--- config.mk ---
export PLATFORM = sky130hd
export DESIGN_NAME = instr_fetch_queue
export DESIGN_NICKNAME = d
export VERILOG_FILES = /design/src/rtl/instr_fetch_queue.sv
export SDC_FILE = /design/constraint.sdc
export NUM_CORES = 2
export LEC_CHECK = 0
export BUFFER_PORTS_ARGS = -buffer_cell sky130_fd_sc_hd__buf_2
export CAP_MARGIN = 10
export CORE_MARGIN = 5
export CORE_UTILIZATION = 59
export DETAILED_ROUTE_END_ITERATION = 8
export GPL_TIMING_DRIVEN = 0
export PLACE_DENSITY = 0.82
export SETUP_SLACK_MARGIN = 0.4
export SYNTH_ARGS = -nofsm -noshare
export SYNTH_HDL_FRONTEND = slang
export SYNTH_SLANG_ARGS = --single-unit
export TNS_END_PERCENT = 50
--- constraint.sdc ---
create_clock -name clk -period 8.9 [get_ports clk]
set_input_delay 0.445 -clock clk [delete_from_list [all_inputs] [get_ports clk]]
set_output_delay 0.445 -clock clk [all_outputs]
set_load 0.05 [all_outputs]
--- src/rtl/instr_fetch_queue.sv ---
// Circular instruction queue between fetch and decode.
// Accepts up to two instructions per cycle and presents the oldest two to the decoders.
module instr_fetch_queue #(
  parameter int unsigned DEPTH = 16
) (
  input  logic                     clk,
  input  logic                     rst,
  input  logic                     flush,
  input  logic [1:0]               push_num,
  input  logic [1:0][31:0]         push_pc,
  input  logic [1:0][31:0]         push_instr,
  input  logic [1:0]               push_ex,
  output logic                     push_ready,
  input  logic [1:0]               pop_num,
  output logic [1:0]               pop_valid,
  output logic [1:0][31:0]         pop_pc,
  output logic [1:0][31:0]         pop_instr,
  output logic [1:0]               pop_ex,
  output logic [$clog2(DEPTH):0]   count
);

  localparam int unsigned AW = $clog2(DEPTH);
  localparam int unsigned CW = AW + 1;

  typedef struct packed {
    logic [31:0] pc;
    logic [31:0] instr;
    logic        ex;
  } entry_t;

  entry_t          mem [DEPTH];
  logic [AW-1:0]   head;
  logic [AW-1:0]   tail;
  logic [AW-1:0]   head_p1;
  logic [CW-1:0]   count_next;
  logic [1:0]      push_acc;
  logic [1:0]      pop_req;
  logic [1:0]      pop_eff;
  logic            clear;

  assign clear = rst | flush;

  // Accepted push/pop amounts and next occupancy; pops are clamped to what is held.
  always_comb begin
    push_acc = 2'd0;
    if (push_ready) begin
      push_acc = (push_num == 2'd3) ? 2'd2 : push_num;
    end
    pop_req    = (pop_num == 2'd3) ? 2'd2 : pop_num;
    pop_eff    = (CW'(pop_req) > count) ? count[1:0] : pop_req;
    count_next = count + CW'(push_acc) - CW'(pop_eff);
  end

  // Pointer, occupancy and ready registers; flush behaves exactly like reset here.
  always_ff @(posedge clk) begin
    if (clear) begin
      head       <= '0;
      tail       <= '0;
      count      <= '0;
      push_ready <= 1'b1;
    end else begin
      head       <= head + AW'(pop_eff);
      tail       <= tail + AW'(push_acc);
      count      <= count_next;
      push_ready <= (count_next <= CW'(DEPTH - 2));
    end
  end

  // Entry storage write; contents are never cleared, only the pointers are.
  always_ff @(posedge clk) begin
    if (!clear) begin
      if (push_acc != 2'd0) begin
        mem[tail] <= '{pc: push_pc[0], instr: push_instr[0], ex: push_ex[0]};
      end
      if (push_acc == 2'd2) begin
        mem[tail + AW'(1)] <= '{pc: push_pc[1], instr: push_instr[1], ex: push_ex[1]};
      end
    end
  end

  // Head pair read straight from storage; no push-to-pop bypass.
  always_comb begin
    head_p1      = head + AW'(1);
    pop_valid    = {count >= CW'(2), count >= CW'(1)};
    pop_pc[0]    = mem[head].pc;
    pop_instr[0] = mem[head].instr;
    pop_ex[0]    = mem[head].ex;
    pop_pc[1]    = mem[head_p1].pc;
    pop_instr[1] = mem[head_p1].instr;
    pop_ex[1]    = mem[head_p1].ex;
  end

endmodule
After elaboration in Yosys (flattened, before gate mapping)
Memories as Yosys holds them, arrays and structs flattened. A register that Yosys moved wholly into a read port is not among the register bits.
Index checks and enable logic that the tools add are counted.

storage, ports and cells
  word-level logic and storage cells = 31
  memories kept = 1
  flip-flop bits (word level) = 14
  bits in writable memories = 1,040
  latch bits = 0
  bits in read-only memories = 0

cells by class
  equality and inequality tests = 3
  shift operators = 0
  reductions and logical operators = 1
  multiply operators = 0
  bitwise gates (word level) = 1
  $add $sub $neg = 6
  multiplexer cells = 11
  magnitude comparators = 4
  div/mod/pow operators = 0

memory list
  memory  words  width  read ports  clocked after Yosys merged registers in  write ports  RTL line  text
  mem     16     65     2           1                                        2            31        entry_t mem [DEPTH];

operators by type and width
  cell                                                            number
  adder 4 x 1 -> 4 bit, second input constant                     2
  adder 4 x 2 -> 4 bit                                            2
  2-to-1 mux 2 bit                                                4
  == test 2 bit, second input constant                            3
  2-to-1 mux 1 bit                                                6
  adder 5 x 2 -> 5 bit                                            1
  >= comparator 5 x 1 -> 1 bit, second input constant             1
  >= comparator 5 x 2 -> 1 bit, second input constant             1
  greater-than comparator 2 x 5 -> 1 bit                          1
  less-or-equal comparator 5 x 4 -> 1 bit, second input constant  1
  subtractor 5 x 2 -> 5 bit                                       1
  2-to-1 mux 4 bit                                                1
  nonzero test 2 bit                                              1
  OR 1 bit                                                        1

Longest topological paths before layout
  depth in word-level cells = 7
  mapped depth = 14
  mapped depth without buffers = 14

Worst setup path after synthesis
No wires, ideal clock.

  path kind = flip-flop to flip-flop
  start point = register push_ready
  end point = memory mem[0][0] in the netlist's numbering (enable)
  buffers on the path = 0
  required time = 8,315 ps
  setup time = 585 ps
  cell stages (with the launch flop) = 4
  setup slack = 2,140 ps
  data arrival time = 6,175 ps
  period minus slack after synthesis = 6,760 ps
  path through = dfxtp_1 nand2_1 or4_1 o31ai_1

RTL lines
  item                    RTL line  text
  from (decl)             13        output logic push_ready,
  from (signal assigned)  65        push_ready <= (count_next <= CW'(DEPTH - 2));
  to (decl)               31

Worst setup path in the final report
  start point = register head[0]
  end point = output pop_ex[1]

between the ends
  cells in the longest elaborated chain, start to end = 2

RTL lines
  item                    RTL line  text
  from (decl)             32        logic [AW-1:0] head;
  from (signal assigned)  62        head <= head + AW'(pop_eff);
  adder 4 x 1 -> 4 bit    83        head_p1 = head + AW'(1);
  memory (16 x 65 bit)    --
  to (decl)               18        output logic [1:0] pop_ex,

No other way between the ends.

==> results.cfg <==
[sta]
finalHoldViolations = 0
timing.final.crit_share_pct = 57.29
setup_repair_after_global_routing_missed_its_margin = no
final-max-slew-violation-count = 0
max_slew_margin_pct = 5.263
setup_viol_count_final = 0
tightest_slew_ps = 1421
fin_worst_hold_slack_ps = 119.3
finalCriticalPeriod_ps = 5099
fmax_ghz = 0.1961
clock_skew_ps = 23.37

[global_routing]
total_congestion_overflow_after_global_routing = 0
antenna_found_initial = 24
grt_pass1_vias = 43030
maximum_number_of_pins_on_one_net_before_global_route_repair = 27
grt_pass1_wl_mm = 285.0
grt_util_all_layers_pct = 34.43

[clock_tree]
postCtsSetupRepairBufs = 0
clockRootBuffer = sky130_fd_sc_hd__clkbuf_16
postCtsHoldBufs = 0
cts-buffers-inserted = 113
cts.path.max_buffers = 3
postCtsResizedCells = 0
cts_num_sinks = 1054
clock_insertion_delay_worst_skew_ps = 710
cts_tree = built
cts_max_level = 3
clk_transition_reported_paths_ps = 60

[pwr]
power.density_nw_per_um2 = 205.7
power.leakage_uw = 0.02336
total_power_uw = 14340
vdd_ir_drop_max_mv = 0.1861

[cells_and_area]
finish.cell_count_without_fillers = 5870
finalCoreUtilization_pct = 67.26
stdcell_area_um2 = 69710
area_delta_synth_final_pct = 12.96
multi_input_combinational_cell_area_um2 = 27630
final_cell_mix = 1040 x sky130_fd_sc_hd__edfxtp_1, 968 x sky130_fd_sc_hd__mux2_2, 409 x sky130_fd_sc_hd__buf_2
final_nets = 4537
fill_cells = 7095
layout-drive-gt1-share_pct = 47.25
most_common_cell_after_layout_fill_and_taps_aside = sky130_fd_sc_hd__edfxtp_1
ff_latch_area_um2 = 31510

[placement]
detailed_place.area_um2 = 65980
numPortBuffers = 274
total_half_perimeter_wirelength_after_legalization_and_detailed_placement_mm = 135.8
place_inst = 5637
globalplace.congestion = 0.8830

[setup_path]
crit_arrival_ps = 4650
worst-r2r-cell-count = 8
reg2reg_to = mem[4][48]$_DFFE_PP_
critical_path_class = flop to primary output
reg2reg_setup_slack_ps = 5660
crit_path_start_kind = flop
crit_start = head[0]$_SDFF_PP0_
cp_data_required_time_ps = 8460
r2r_start = tail[0]$_SDFF_PP0_
critical_path.endpoint_type = primary output
critical_path.max_fanout = 10

[routing]
firstDrtPassIters = 6
post_drt_wl_per_cell_um = 33.49
routed-via-count = 42260
drtAntennaViolNets = 0
post-route-drc-count = 0
wirelength_mm = 196.6
routed_via_density = 7.199
detailed_route_iter0_violations = 6192

[worst_hold_path]
hold-path-endpoint = mem[3][36]$_DFFE_PP_
worst_hold_startpoint = push_pc[3]
hold_path_class = input pin to flop
holdPathStages = 2

[status]
status = complete, no violations

[floorplan]
ioPinCount = 275
die_w_um = 333.4
dieHeight_um = 333.4
row_count = 118
initial_utilization_pct = 59.54
design.die.area_um2 = 111200
core_area_um2 = 103600

[yosys]
nets_in_the_synthesized_netlist = 4079
ys_async_sr_fraction_pct = 0
synthesis_warning_total = 0
synth_seq_cells = 1054
synth-edff-count = 1040
synthFlopType = sky130_fd_sc_hd__edfxtp_1
mapped_cell_area_um2 = 61710
postSynthAreaPerCell_um2 = 15.73
syn_inst = 3923
seq_area_frac_synth_pct = 51.06
synth.lib_cells_used.distinct = 47

[job]
max_cap_violations = 0
## through the flow
stage / setup TNS, ps / setup WS [ps]
after floorplan: 0 / 2140
after CTS: 0 / 3738
after global routing: 0 / 3798
after global placement: -1403190 / -3774
after detailed placement: 0 / 4524
final: 0 / 3801
## final cells by class
cell class	instances	share of cell area (%)
antenna	18	0.06461
buffer	443	3.107
clock buffer	149	4.401
clock inverter	57	0.7000
inverter	143	0.7700
multi-input combinational	2283	39.63
sequential	1054	45.20
tap	1380	2.477
timing repair buffer	343	3.647
## worst max-delay path: stages (launching register included)
cell                       delay, ps
sky130_fd_sc_hd__dfxtp_1         410
sky130_fd_sc_hd__ha_1            320
sky130_fd_sc_hd__buf_2           350
sky130_fd_sc_hd__clkbuf_1        630
sky130_fd_sc_hd__buf_8           250
sky130_fd_sc_hd__clkbuf_1        800
sky130_fd_sc_hd__mux4_2          440
sky130_fd_sc_hd__a221o_1         450
sky130_fd_sc_hd__buf_2           270
## registers in the layout, indices dropped and copies added (netlist names)
name	flops
tail	4
push_ready	1
count	5
mem	1040
head	4
## how the worst max path moves through the flow
stage | to | slack, ps | depth (start not counted)
4_1_cts | pop_ex[1] | 3740 | 7
2_1_floorplan | mem[0][0]$_DFFE_PP_ | 2140 | 3
3_5_place_dp | pop_pc[63] | 4520 | 7
5_1_grt | pop_ex[1] | 3800 | 8
3_3_place_gp | mem[0][36]$_DFFE_PP_ | -3770 | 5
6_report | pop_ex[1] | 3800 | 8
## report_power, final
| part | internal [µW] | switching [µW] | total, µW |
|---|---|---|---|
| Sequential | 5530 | 40.3 | 5570 |
| Combinational | 1530 | 2570 | 4100 |
| Clock | 2660 | 2010 | 4670 |
## per-layer routing
| layer | track usage [%] | vias to the layer above | part of all wire, % |
|---|---|---|---|
| met1 | 43.65 | 21300 | 34 |
| met3 | 11.40 | 703 | 14 |
| met4 | 17.20 | 16 | 5.9 |
| met2 | 53.65 | 3304 | 46 |
| li1 | - | 16930 | - |
| met5 | 0 | - | 0.044 |
## synth_stat cells, types with 2 or more instances
cell type	number	area (µm²)
sky130_fd_sc_hd__a21oi_1	6	30.03
sky130_fd_sc_hd__nor4_4	2	42.54
sky130_fd_sc_hd__ha_1	15	187.7
sky130_fd_sc_hd__buf_2	135	675.7
sky130_fd_sc_hd__mux2_2	968	10900
sky130_fd_sc_hd__a21o_1	2	15.01
sky130_fd_sc_hd__nand2_2	3	18.77
sky130_fd_sc_hd__mux4_2	390	8783
sky130_fd_sc_hd__a221oi_1	130	1139
sky130_fd_sc_hd__nor2_1	25	93.84
sky130_fd_sc_hd__nand2b_1	3	18.77
sky130_fd_sc_hd__buf_1	10	37.54
sky130_fd_sc_hd__nor3_1	4	20.02
sky130_fd_sc_hd__nand2_1	87	326.6
sky130_fd_sc_hd__inv_1	142	533.0
sky130_fd_sc_hd__dfxtp_1	14	280.3
sky130_fd_sc_hd__o31ai_1	3	22.52
sky130_fd_sc_hd__and2_1	6	37.54
sky130_fd_sc_hd__nor2b_1	6	37.54
sky130_fd_sc_hd__buf_6	33	371.6
sky130_fd_sc_hd__xnor2_1	5	43.79
sky130_fd_sc_hd__a221o_1	65	650.6
sky130_fd_sc_hd__buf_4	23	172.7
sky130_fd_sc_hd__mux2_1	24	270.3
sky130_fd_sc_hd__xor2_1	3	26.28
sky130_fd_sc_hd__clkbuf_1	242	908.4
sky130_fd_sc_hd__a22oi_1	67	503.0
sky130_fd_sc_hd__o22ai_1	67	419.2
sky130_fd_sc_hd__o21a_1	2	15.01
sky130_fd_sc_hd__nand4_1	2	12.51
sky130_fd_sc_hd__o21ai_0	69	345.3
sky130_fd_sc_hd__fa_1	4	80.08
sky130_fd_sc_hd__edfxtp_1	1040	31230
sky130_fd_sc_hd__mux2i_1	261	2613
sky130_fd_sc_hd__mux2_4	50	750.7
sky130_fd_sc_hd__nand3_1	4	20.02
## cell families after synthesis
| group | Yosys count | share of synthesized area [%] |
|---|---|---|
| muxes | 1693 | 37.78 |
| and+or+nand+nor | 149 | 1.103 |
| buffers and inverters | 586 | 4.379 |
| xor gates and xnor gates | 8 | 0.1135 |
| adders and majority gates | 19 | 0.4339 |
| DFF | 1054 | 51.06 |
| AOI/OAI and AO/OA | 414 | 5.125 |
(Power assumes the default switching activity.)
